<file path="src/rtl/man_align_pipe.sv">
// FPU add/sub pre-alignment: order operands, align smaller mantissa.
// Option: FP_ALIGN_SUBNORM_EN keeps subnormals (else flushed to zero).
module man_align_pipe #(
  parameter int SIZE_EXP  = 8,
  parameter int SIZE_FRAC = 23,
  parameter int SIZE_MAN  = 32
) (
  input  logic                        i_clk,
  input  logic                        i_rst_n,
  input  logic                        i_valid,
  output logic                        o_ready,
  input  logic [SIZE_EXP+SIZE_FRAC:0] i_a,
  input  logic [SIZE_EXP+SIZE_FRAC:0] i_b,
  input  logic                        i_sub,
  output logic                        o_valid,
  input  logic                        i_ready,
  output logic [SIZE_EXP-1:0]         o_exp,
  output logic                        o_sign_big,
  output logic                        o_eff_sub,
  output logic                        o_swap,
  output logic [SIZE_MAN-1:0]         o_man_big,
  output logic [SIZE_MAN-1:0]         o_man_small
);

  localparam int EW  = SIZE_EXP;
  localparam int FW  = SIZE_FRAC;
  localparam int MW  = SIZE_MAN;
  localparam int PAD = MW - FW - 1;

  typedef struct packed {
    logic          sign_big;
    logic          eff_sub;
    logic          swap;
    logic [EW-1:0] exp;
    logic [EW-1:0] d;
    logic          hid_big;
    logic [FW-1:0] frac_big;
    logic          hid_small;
    logic [FW-1:0] frac_small;
  } s1_t;

  typedef struct packed {
    logic [EW-1:0] exp;
    logic          sign_big;
    logic          eff_sub;
    logic          swap;
    logic [MW-1:0] man_big;
    logic [MW-1:0] man_small;
  } s2_t;

  s1_t  s1_d, s1_q;
  s2_t  s2_d, s2_q;
  logic s1_valid_d, s1_valid_q;
  logic s2_valid_d, s2_valid_q;
  logic s2_load, in_fire;

  logic [EW-1:0] exp_a, exp_b, eexp_a, eexp_b;
  logic [FW-1:0] frac_a, frac_b;
  logic          hid_a, hid_b, sign_a, sign_b, swap;

  logic [MW-1:0]   m_big, m_small, sm;
  logic [2*MW-1:0] ext;

  assign s2_load = ~s2_valid_q | i_ready;
  assign o_ready = i_rst_n & (~s1_valid_q | s2_load);
  assign in_fire = i_valid & o_ready;

  // S1: unpack, order by magnitude, exponent difference
  always_comb begin
    exp_a  = i_a[EW+FW-1:FW];
    exp_b  = i_b[EW+FW-1:FW];
    frac_a = i_a[FW-1:0];
    frac_b = i_b[FW-1:0];
    hid_a  = |exp_a;
    hid_b  = |exp_b;
    eexp_a = exp_a;
    eexp_b = exp_b;
`ifdef FP_ALIGN_SUBNORM_EN
    if (!hid_a) eexp_a = EW'(1);
    if (!hid_b) eexp_b = EW'(1);
`else
    if (!hid_a) frac_a = '0;
    if (!hid_b) frac_b = '0;
`endif
    sign_a = i_a[EW+FW];
    sign_b = i_b[EW+FW] ^ i_sub;
    swap   = {exp_b, frac_b} > {exp_a, frac_a};
    s1_d       = s1_q;
    s1_valid_d = s1_valid_q;
    if (o_ready) s1_valid_d = i_valid;
    if (in_fire) begin
      s1_d.swap       = swap;
      s1_d.sign_big   = swap ? sign_b : sign_a;
      s1_d.eff_sub    = sign_a ^ sign_b;
      s1_d.exp        = swap ? exp_b : exp_a;
      s1_d.d          = swap ? eexp_b - eexp_a
                             : eexp_a - eexp_b;
      s1_d.hid_big    = swap ? hid_b : hid_a;
      s1_d.frac_big   = swap ? frac_b : frac_a;
      s1_d.hid_small  = swap ? hid_a : hid_b;
      s1_d.frac_small = swap ? frac_a : frac_b;
    end
  end

  // S2: build mantissas, shift smaller one with sticky fold
  always_comb begin
    m_big   = {s1_q.hid_big, s1_q.frac_big,
               {PAD{1'b0}}};
    m_small = {s1_q.hid_small, s1_q.frac_small,
               {PAD{1'b0}}};
    ext = {m_small, {MW{1'b0}}} >> s1_q.d;
    if (s1_q.d >= EW'(MW))
      sm = {{(MW-1){1'b0}}, |m_small};
    else
      sm = ext[2*MW-1:MW]
         | {{(MW-1){1'b0}}, |ext[MW-1:0]};
    s2_d       = s2_q;
    s2_valid_d = s2_valid_q;
    if (s2_load) begin
      s2_valid_d = s1_valid_q;
      if (s1_valid_q) begin
        s2_d.exp       = s1_q.exp;
        s2_d.sign_big  = s1_q.sign_big;
        s2_d.eff_sub   = s1_q.eff_sub;
        s2_d.swap      = s1_q.swap;
        s2_d.man_big   = m_big;
        s2_d.man_small = sm;
      end
    end
  end

  // Pipeline registers; reset drops all in-flight bundles
  always_ff @(posedge i_clk or negedge i_rst_n) begin
    if (!i_rst_n) begin
      s1_q       <= '0;
      s2_q       <= '0;
      s1_valid_q <= 1'b0;
      s2_valid_q <= 1'b0;
    end else begin
      s1_q       <= s1_d;
      s2_q       <= s2_d;
      s1_valid_q <= s1_valid_d;
      s2_valid_q <= s2_valid_d;
    end
  end

  assign o_valid     = s2_valid_q;
  assign o_exp       = s2_q.exp;
  assign o_sign_big  = s2_q.sign_big;
  assign o_eff_sub   = s2_q.eff_sub;
  assign o_swap      = s2_q.swap;
  assign o_man_big   = s2_q.man_big;
  assign o_man_small = s2_q.man_small;

endmodule
</file>
<file path="config.mk">
export PLATFORM = sky130hd
export DESIGN_NAME = man_align_pipe
export DESIGN_NICKNAME = d
export VERILOG_FILES = /design/src/rtl/man_align_pipe.sv
export SDC_FILE = /design/constraint.sdc
export NUM_CORES = 1
export LEC_CHECK = 0
export ABC_AREA = 1
export BUFFER_PORTS_ARGS = -buffer_cell sky130_fd_sc_hd__buf_2
export CORE_MARGIN = 2
export CORE_UTILIZATION = 58
export DETAILED_ROUTE_END_ITERATION = 8
export PLACE_DENSITY = 0.88
export SETUP_SLACK_MARGIN = 0.4
export SKIP_LAST_GASP = 1
export SLEW_MARGIN = 20
export SYNTH_ARGS = -nofsm -noshare
export SYNTH_HDL_FRONTEND = slang
export SYNTH_SLANG_ARGS = --single-unit
</file>
<file path="constraint.sdc">
create_clock -name i_clk -period 1.84 [get_ports i_clk]
set_input_delay 0.368 -clock i_clk [delete_from_list [all_inputs] [get_ports i_clk]]
set_output_delay 0.368 -clock i_clk [all_outputs]
set_load 0.005 [all_outputs]
</file>
==> flow_metrics.py, run 1 <==
metrics = {
    "sta": {
        "worst_endpoint": "m_small[30]$_DFFE_PN0P_/D",
        "worstEndpointType": "sequential cell input",
    },
    "yosys": {
        "yosys_warnings": 0,
        "synth_ff_type": "dfrtp_1",
        "synth_area_leaders": "dfrtp_1 (38%), nand2_1 (16%), nand3_1 (14%)",
        "syn_area_mm2": 0.00899,
        "synth_area_leader_cell": "dfrtp_1",
        "synth_cells": 1263,
        "synth_top_area_share_pct": 37.8,
        "ys_async_sr_fraction_pct": 100,
        "ys_ff_latch": 136,
        "ys_types": 44,
        "synth_edf_count": 0,
        "seq_area_frac_synth_pct": 37.8,
        "avgSynthCellArea_um2": 7.12,
    },
    "global_route": {
        "overflow": 186,
        "grtUsageTotal_pct": 85.8,
        "grt_start_max_net_pins": 137,
    },
    "die": {
        "fp.dieH_um": 129,
        "ios": 146,
        "start_util_pct": 59.2,
        "die_w_um": 129,
        "rows": 45,
    },
    "clock_tree": {
        "cts_num_sinks": 136,
        "cts.path.max_buffers": 2,
        "root_buffer": "clkbuf_16",
        "cts_hold_buf": 0,
        "numCtsBuffers": 17,
        "htreeDepth": 4,
    },
    "run_status": {
        "stop_stage": "global routing (5_1_grt)",
        "status": "stopped before the end",
        "toolErrorMsg": "[ERROR GRT-0232] Routing congestion too high. Check the congestion heatmap in the GUI.",
    },
    "placed_design": {
        "hpwl_um": 19900,
        "gp_congestion": 0.927,
        "port_buffers": 137,
        "dp_cells": 1665,
        "placed_area_mm2": 0.0111,
    },
}
logic make-up after synthesis:
group                      count (synthesis)  synth area share, %
and+or+nand+nor                          788                 39.6
buffers and inverters                    184                 9.10
DFF                                      136                 37.8
AOI/OAI and AO/OA                        100                 6.33
adders and majority gates                 40                 5.73
xor gates and xnor gates                  14                 1.36
other                                      1               0.0417
cell usage after synthesis, types with 2 or more instances:
master / number
nand2_1: 391
nand3_1: 254
dfrtp_1: 136
inv_1: 81
nand4_1: 65
nor2_1: 47
ha_1: 38
o21ai_0: 38
clkbuf_1: 34
a21oi_1: 31
buf_2: 28
buf_4: 19
buf_1: 10
nand3_2: 10
nor4_1: 10
o211ai_1: 10
xor2_1: 8
inv_2: 6
o21ai_1: 6
xnor2_1: 6
o221ai_1: 4
a31oi_1: 3
nor3_1: 3
a22o_1: 2
buf_6: 2
clkbuf_2: 2
fa_1: 2
per-stage QoR:
stage               hold slack [ps]  setup WS [ps]  setup TNS, ps  util, %
floorplan                      72.4           -732         -46880        -
detailed placement              454          -1380         -85900     72.9
CTS                             146           -798         -50460     81.8
global placement                448          -1230         -78100     72.9
routing by layer:
layer,track usage [%],overflow
met5,36.5,0
met4,91.1,76
met3,73.2,3
met2,99.1,104
met1,84.7,3
repair_timing:
item,in CTS
setup buffers,15
setup endpoints to repair,101
pin swaps,25
resized for setup,85
gates cloned,9
==> run 2: changes to the inputs <==
--- a/config.mk
+++ b/config.mk
@@ -8,10 +8,9 @@
 export ABC_AREA = 1
 export BUFFER_PORTS_ARGS = -buffer_cell sky130_fd_sc_hd__buf_2
 export CORE_MARGIN = 2
-export CORE_UTILIZATION = 58
+export CORE_UTILIZATION = 40
 export DETAILED_ROUTE_END_ITERATION = 8
-export PLACE_DENSITY = 0.88
-export SETUP_SLACK_MARGIN = 0.4
+export PLACE_DENSITY_LB_ADDON = 0.15
 export SKIP_LAST_GASP = 1
 export SLEW_MARGIN = 20
 export SYNTH_ARGS = -nofsm -noshare
==> flow_metrics.py, run 2 <==
metrics = {
    "sta": {
        "fmaxAchievable_mhz": 380,
        "worst_pin_slew_ps": 620,
        "rsz0062_at_grt": "yes",
        "skew_ps": 12.8,
        "timing.final.crit_share_pct": 143,
        "max-slew-margin-rel_pct": 58.3,
        "setup_viol": 66,
        "fin_crit_ps": 2630,
        "hold_viol": 0,
        "drv_slew": 0,
        "setup_ws_ps": -795,
    },
    "cells_and_area": {
        "layout_common_cells": "nand2_1 (361), nand3_1 (178), buf_4 (169)",
        "fillers": 2015,
        "syn_to_final_growth_pct": 46.4,
        "n_antenna_cell": 0,
        "utilization_pct": 60.0,
        "stdcell_area_mm2": 0.0132,
        "final_common_cell": "nand2_1",
        "final_nets": 1656,
        "drive_gt1_share_pct": 36.5,
        "largest_reg_flops": 32,
    },
    "setup_path": {
        "path_max_fanout": 5,
        "cp.arrival_ps": 2950,
        "startpoint_type": "primary input",
        "rr_endpoint": "o_man_small[0]",
        "reg2reg_depth": 16,
        "endpoint_kind": "register",
        "path_class": "in2reg",
        "ff2ff_setup_slack_ps": -270,
        "crit_required_ps": 2150,
        "r2r-start": "s1_q[48]",
    },
    "yosys": {
        "synth_area_leaders": "dfrtp_1 (38%), nand2_1 (16%), nand3_1 (14%)",
        "yosys_warnings": 0,
        "synth_xor_area_share_pct": 1.36,
        "synth_ff_type": "dfrtp_1",
        "yosysMostFrequentCell": "nand2_1",
        "seq_area_frac_synth_pct": 37.8,
        "ys_types": 44,
        "synth_compound_area_share_pct": 6.33,
        "synth_cells": 1263,
        "ys_async_sr_fraction_pct": 100,
        "synth.area.mux_share_pct": 0,
        "avgSynthCellArea_um2": 7.12,
        "synthTopCellsByCount": "nand2_1 (391), nand3_1 (254), dfrtp_1 (136)",
        "synth_edf_count": 0,
        "synth-simple-area-share_pct": 39.6,
        "synth_top_area_share_pct": 37.8,
        "synth_area_leader_cell": "dfrtp_1",
        "synth_top_family_by_area": "simple AND/OR/NAND/NOR gates",
        "ys_ff_latch": 136,
        "syn_area_mm2": 0.00899,
        "yosys.area_share.adder_pct": 5.73,
    },
    "die": {
        "core_mm2": 0.0220,
        "die_w_um": 154,
        "fp.dieH_um": 154,
        "ios": 146,
        "rows": 54,
        "die-area_mm2": 0.0237,
        "start_util_pct": 41.0,
    },
    "detailed_routing": {
        "drc": 0,
        "via_count": 9874,
        "wl_um": 31000,
        "drt_iter0_drc": 749,
        "firstDrtPassIters": 5,
        "wl_per_cell_um": 16.9,
        "viasPerCell": 5.37,
        "drtAntennaViolNets": 0,
    },
    "global_route": {
        "grtUsageTotal_pct": 24.4,
        "grt_start_max_net_pins": 85,
        "antenna_found_initial": 0,
        "grt_pass1_wl_um": 46500,
        "overflow": 0,
        "grt_pass1_vias": 9057,
    },
    "power_and_ir_drop": {
        "pwr_density_cell_mw_per_mm2": 1100,
        "vdd_ir_drop_max_mv": 0.783,
        "p_leak_nw": 6.84,
    },
    "placed_design": {
        "placed_area_mm2": 0.0113,
        "gp_congestion": 0.872,
        "dp_slack_ps": -1350,
        "port_buffers": 137,
        "hpwl_um": 20800,
    },
    "worst_hold_path": {
        "hp-start": "i_a[31]",
        "worstHoldEndpoint": "s1_q[66]",
        "min_path_cells": 3,
        "holdCritPathClass": "in2reg",
    },
    "run": {
        "cap_violations": 0,
    },
    "clock_tree": {
        "path_clk_slew_ps": 70,
        "root_buffer": "clkbuf_16",
        "cts_tree": "done",
        "cts_num_sinks": 136,
        "numCtsBuffers": 17,
        "htreeDepth": 4,
        "cts.path.max_buffers": 2,
        "clk_latency_ps": 440,
    },
    "run_status": {
        "status": "complete, but fails checks",
        "violations": "setup timing",
    },
}
[run 2: cell counts after synthesis]
Identical to the previous run, type by type.
[run 2: cells by family (layout without fill, tap and decap cells)]
family | Yosys count | count (layout)
AO/OA/AOI/OAI | 100 | 100
other | 1 | 8
buffers and inverters | 184 | 472
XOR/XNOR | 14 | 14
flip-flops | 136 | 136
adder cells (fa/ha/maj) | 40 | 40
AND/OR/NAND/NOR | 788 | 789
[run 2: per-stage QoR]
stage / hold slack (ps) / total power (W) / std cells / setup TNS, ps
5_1_grt: 194 / 0.0154 / 1839 / -58620
3_5_place_dp: 442 / 0.0102 / 1784 / -86290
4_1_cts: 194 / 0.0135 / 1816 / -50590
6_report: 200 / 0.0145 / 1839 / -49120
3_3_place_gp: 438 / 0.0101 / 1784 / -82220
2_1_floorplan: 72.4 / 0.00751 / 1270 / -46880
[run 2: worst max-delay path: stages]
cell and delay (ps):
buf_8 100, nor4_4 270, inv_2 70, nor2_4 100, buf_12 140, clkbuf_16 150, buf_6 110, nor2_2 40
ha_1 190, nand2_1 80, inv_1 40, o21ai_1 130, nand2_1 90, a21oi_2 180, nand2_1 70, nand2_1 70
nand3b_1 130, buf_6 190, nand2_8 120, clkbuf_16 160, nand2_2 40, nand3_1 60, nand2_1 60
[run 2: timing repair]
item                                    in CTS  in global routing
resized for setup                            5                199
hold buffers                                 1                  0
endpoints found under the hold margin       52                  0
cloned                                       0                 17
pin swaps                                    0                 65
setup buffers                                0                  7
endpoints found under the setup margin      66                 87
[run 2: how the worst max path moves through the flow]
stage,startpoint,to,slack (ps),cells after the start
after global routing,i_b[30],m_big[12],-940,18
final,i_b[30],s1_q[49],-790,23
after global placement,i_b[28],m_small[15],-1290,16
after detailed placement,i_b[28],m_big[12],-1350,17
after CTS,i_b[28],s1_q[51],-810,19
after floorplan,i_b[28],s1_q[66],-730,15
[run 2: layer usage]
metal / up-vias / track usage [%] / part of all wire [%]
met5: - / 0 / 0
li1: 4815 / - / -
met2: 350 / 39.7 / 46
met1: 4663 / 33.8 / 46
met3: 46 / 4.23 / 5.5
met4: 0 / 6.59 / 1.8
[run 2: power by group]
group | switching, W | internal, W | leakage [nW] | total [W]
Combinational | 0.00366 | 0.00304 | 4.84 | 0.00671
Clock | 0.00145 | 0.00185 | 0.266 | 0.00330
Sequential | 0.000637 | 0.00383 | 1.74 | 0.00447
[run 2: cell type report]
class | count | area [µm²] | share of cell area (%)
inverter | 88 | 339 | 2.58
multi-input combinational | 951 | 5670 | 43.1
clock buffer | 17 | 425 | 3.23
sequential | 136 | 3400 | 25.9
tap | 280 | 350 | 2.66
timing repair buffer | 353 | 2850 | 21.7
clock inverter | 14 | 125 | 0.950
Power figures use the tool's default switching activity.
==> run 3: changes to the inputs <==
--- a/config.mk
+++ b/config.mk
@@ -10,7 +10,7 @@
 export CORE_MARGIN = 2
 export CORE_UTILIZATION = 40
 export DETAILED_ROUTE_END_ITERATION = 8
-export PLACE_DENSITY_LB_ADDON = 0.15
+export PLACE_DENSITY = 0.58
 export SKIP_LAST_GASP = 1
 export SLEW_MARGIN = 20
 export SYNTH_ARGS = -nofsm -noshare
==> flow_metrics.py, run 3 (synthesis results as in run 2) <==
metrics = {
    "sta": {
        "timing.final.crit_share_pct": 148,
        "worst_pin_slew_ps": 522,
        "hold_viol": 0,
        "setup_viol": 66,
        "setup_ws_ps": -885,
        "rsz0062_at_grt": "yes",
        "hold_slack_ps": 197,
        "fin_tns_setup_ps": -54270,
        "skew_ps": 11.0,
        "fin_crit_ps": 2730,
        "fmaxAchievable_mhz": 367,
        "drv_slew": 0,
        "max-slew-margin-rel_pct": 64.9,
    },
    "power_and_ir_drop": {
        "seq_power_share_pct": 30.6,
        "finalPower_w": 0.0146,
        "p_leak_nw": 6.81,
        "p_sw_share_pct": 38.6,
        "pwr_density_cell_mw_per_mm2": 1110,
        "internal_power_w": 0.00895,
        "combPwrFrac_pct": 44.7,
        "p_switching_w": 0.00562,
        "clkPwrFrac_pct": 24.7,
        "vdd_ir_drop_max_mv": 0.725,
    },
    "placed_design": {
        "hpwl_um": 21300,
        "port_buffers": 137,
        "dp_slack_ps": -1320,
        "gp_congestion": 0.859,
    },
    "cells_and_area": {
        "fillers": 2003,
        "seq_area_mm2": 0.00340,
        "layout_common_cells": "nand2_1 (362), nand3_1 (192), buf_4 (178)",
        "syn_to_final_growth_pct": 45.9,
        "n_antenna_cell": 0,
        "multi_input_area_mm2": 0.00567,
        "largest_reg_flops": 32,
        "drive_gt1_share_pct": 35.9,
        "final_common_cell": "nand2_1",
        "final_nets": 1657,
    },
    "die": {
        "start_util_pct": 41.0,
        "die_w_um": 154,
        "fp.dieH_um": 154,
        "core_mm2": 0.0220,
        "rows": 54,
        "ios": 146,
        "die-area_mm2": 0.0237,
    },
    "detailed_routing": {
        "firstDrtPassIters": 5,
        "viasPerCell": 5.32,
        "drtAntennaViolNets": 0,
        "drc": 0,
        "via_count": 9786,
        "drt_iter0_drc": 676,
        "wl_per_cell_um": 16.5,
        "wl_um": 30300,
    },
    "clock_tree": {
        "cts.path.max_buffers": 2,
        "cts_num_sinks": 136,
        "htreeDepth": 4,
        "numCtsBuffers": 17,
        "clk_latency_ps": 430,
        "root_buffer": "clkbuf_16",
        "path_clk_slew_ps": 70,
        "cts_tree": "done",
    },
    "setup_path": {
        "max_stage_delay_ps": 320,
        "startpoint_type": "primary input",
        "path_class": "in2reg",
        "r2r-start": "s1_q[48]",
        "cp.arrival_ps": 3080,
        "startpoint": "i_b[29]",
        "endpoint_kind": "register",
        "path_buf_inv": 6,
        "crit_family": "simple AND/OR/NAND/NOR gates",
        "crit_required_ps": 2200,
        "critPathSlowestCell": "nor4_4",
        "path_max_fanout": 16,
        "cp_cell_sequence": "buf_8 > nor4_4 > inv_1 > nor2_4 > buf_12 > buf_12 > buf_12 > nor2_4 > ha_4 > nand2_4 > nor4_4 > nand2_2 > nor4_4 > nand2_4 > nand2_8 > buf_16 > nand3_1 > nand3_1",
    },
    "worst_hold_path": {
        "holdCritPathClass": "in2reg",
        "hp-start": "i_a[31]",
    },
    "global_route": {
        "grtUsageTotal_pct": 24.8,
        "grt_pass1_vias": 9323,
        "antenna_found_initial": 0,
        "grt_pass1_wl_um": 47500,
        "grt_start_max_net_pins": 91,
        "overflow": 0,
    },
    "run_status": {
        "status": "complete, but fails checks",
        "violations": "setup timing",
    },
    "run": {
        "cap_violations": 0,
    },
}
==> run 3: cell types whose count changed in the layout (fill, tap and decap cells not counted), sizes merged <==
cell	before	now
buf	341	351
bufinv	1	3
clkbuf	28	22
clkinv	10	6
inv	88	89
nand2	393	392
==> run 3: timing repair <==
| action | 4_1_cts | 5_1_grt |
|---|---|---|
| pin swaps | 10 | 63 |
| hold buffers | 1 | 0 |
| buffers inserted | 4 | 9 |
| gates resized for setup | 29 | 183 |
| endpoints found under the hold margin | 5 | 0 |
| endpoints found under the setup margin | 69 | 90 |
| gates cloned | 2 | 4 |
==> run 3: power groups by stage <==
stage | Combinational, W | Clock (W) | Sequential [W]
6_report | 0.00652 | 0.00359 | 0.00446
4_1_cts | 0.00581 | 0.00367 | 0.00443
3_3_place_gp | 0.00567 | 0 | 0.00445
2_1_floorplan | 0.00312 | 0 | 0.00439
5_1_grt | 0.00718 | 0.00377 | 0.00457
3_5_place_dp | 0.00571 | 0 | 0.00446
==> run 3: metrics by stage <==
step	util (%)	std cells	cell area, µm²
global route	59.8	1841	13100
CTS	55.4	1829	12200
finish	59.8	1841	13100
floorplan	-	1270	9180
detailed placement	51.6	1790	11300
global placement	51.6	1790	11300
==> run 3: metal layers <==
layer / vias up / routed length (µm) / global-route usage, % / part of all wire [%]
li1: 4805 / - / - / -
met1: 4625 / 13500 / 33.6 / 44
met2: 309 / 14700 / 41.5 / 48
met3: 47 / 1660 / 3.80 / 5.5
met4: 0 / 537 / 7.08 / 1.8
met5: - / 0 / 0 / 0
==> run 3: area by class of cell <==
cell class | count | area share [%]
clock buffers | 19 | 3.37
clock inverters | 13 | 1.27
inverters | 88 | 2.56
multi-input cells | 950 | 43.2
flip-flops and latches | 136 | 25.9
well taps | 280 | 2.67
repair buffers | 355 | 20.9
==> run 3: worst paths after layout <==
kind | to | slack [ps] | depth (start not counted)
max in group asynchronous | m_small[20] | 690 | 4
setup reg to reg | o_man_small[0] | -110 | 15
min in group asynchronous | o_man_big[18] | 460 | 3
hold / removal | s1_q[66] | 200 | 3
setup / recovery | m_small[20] | -890 | 18
hold reg to reg | o_man_big[26] | 470 | 2
==> run 3: tightest hold or removal path, stage by stage <==
cell and delay, ps:
buf_2 100, nand3_1 70, nand3_1 60
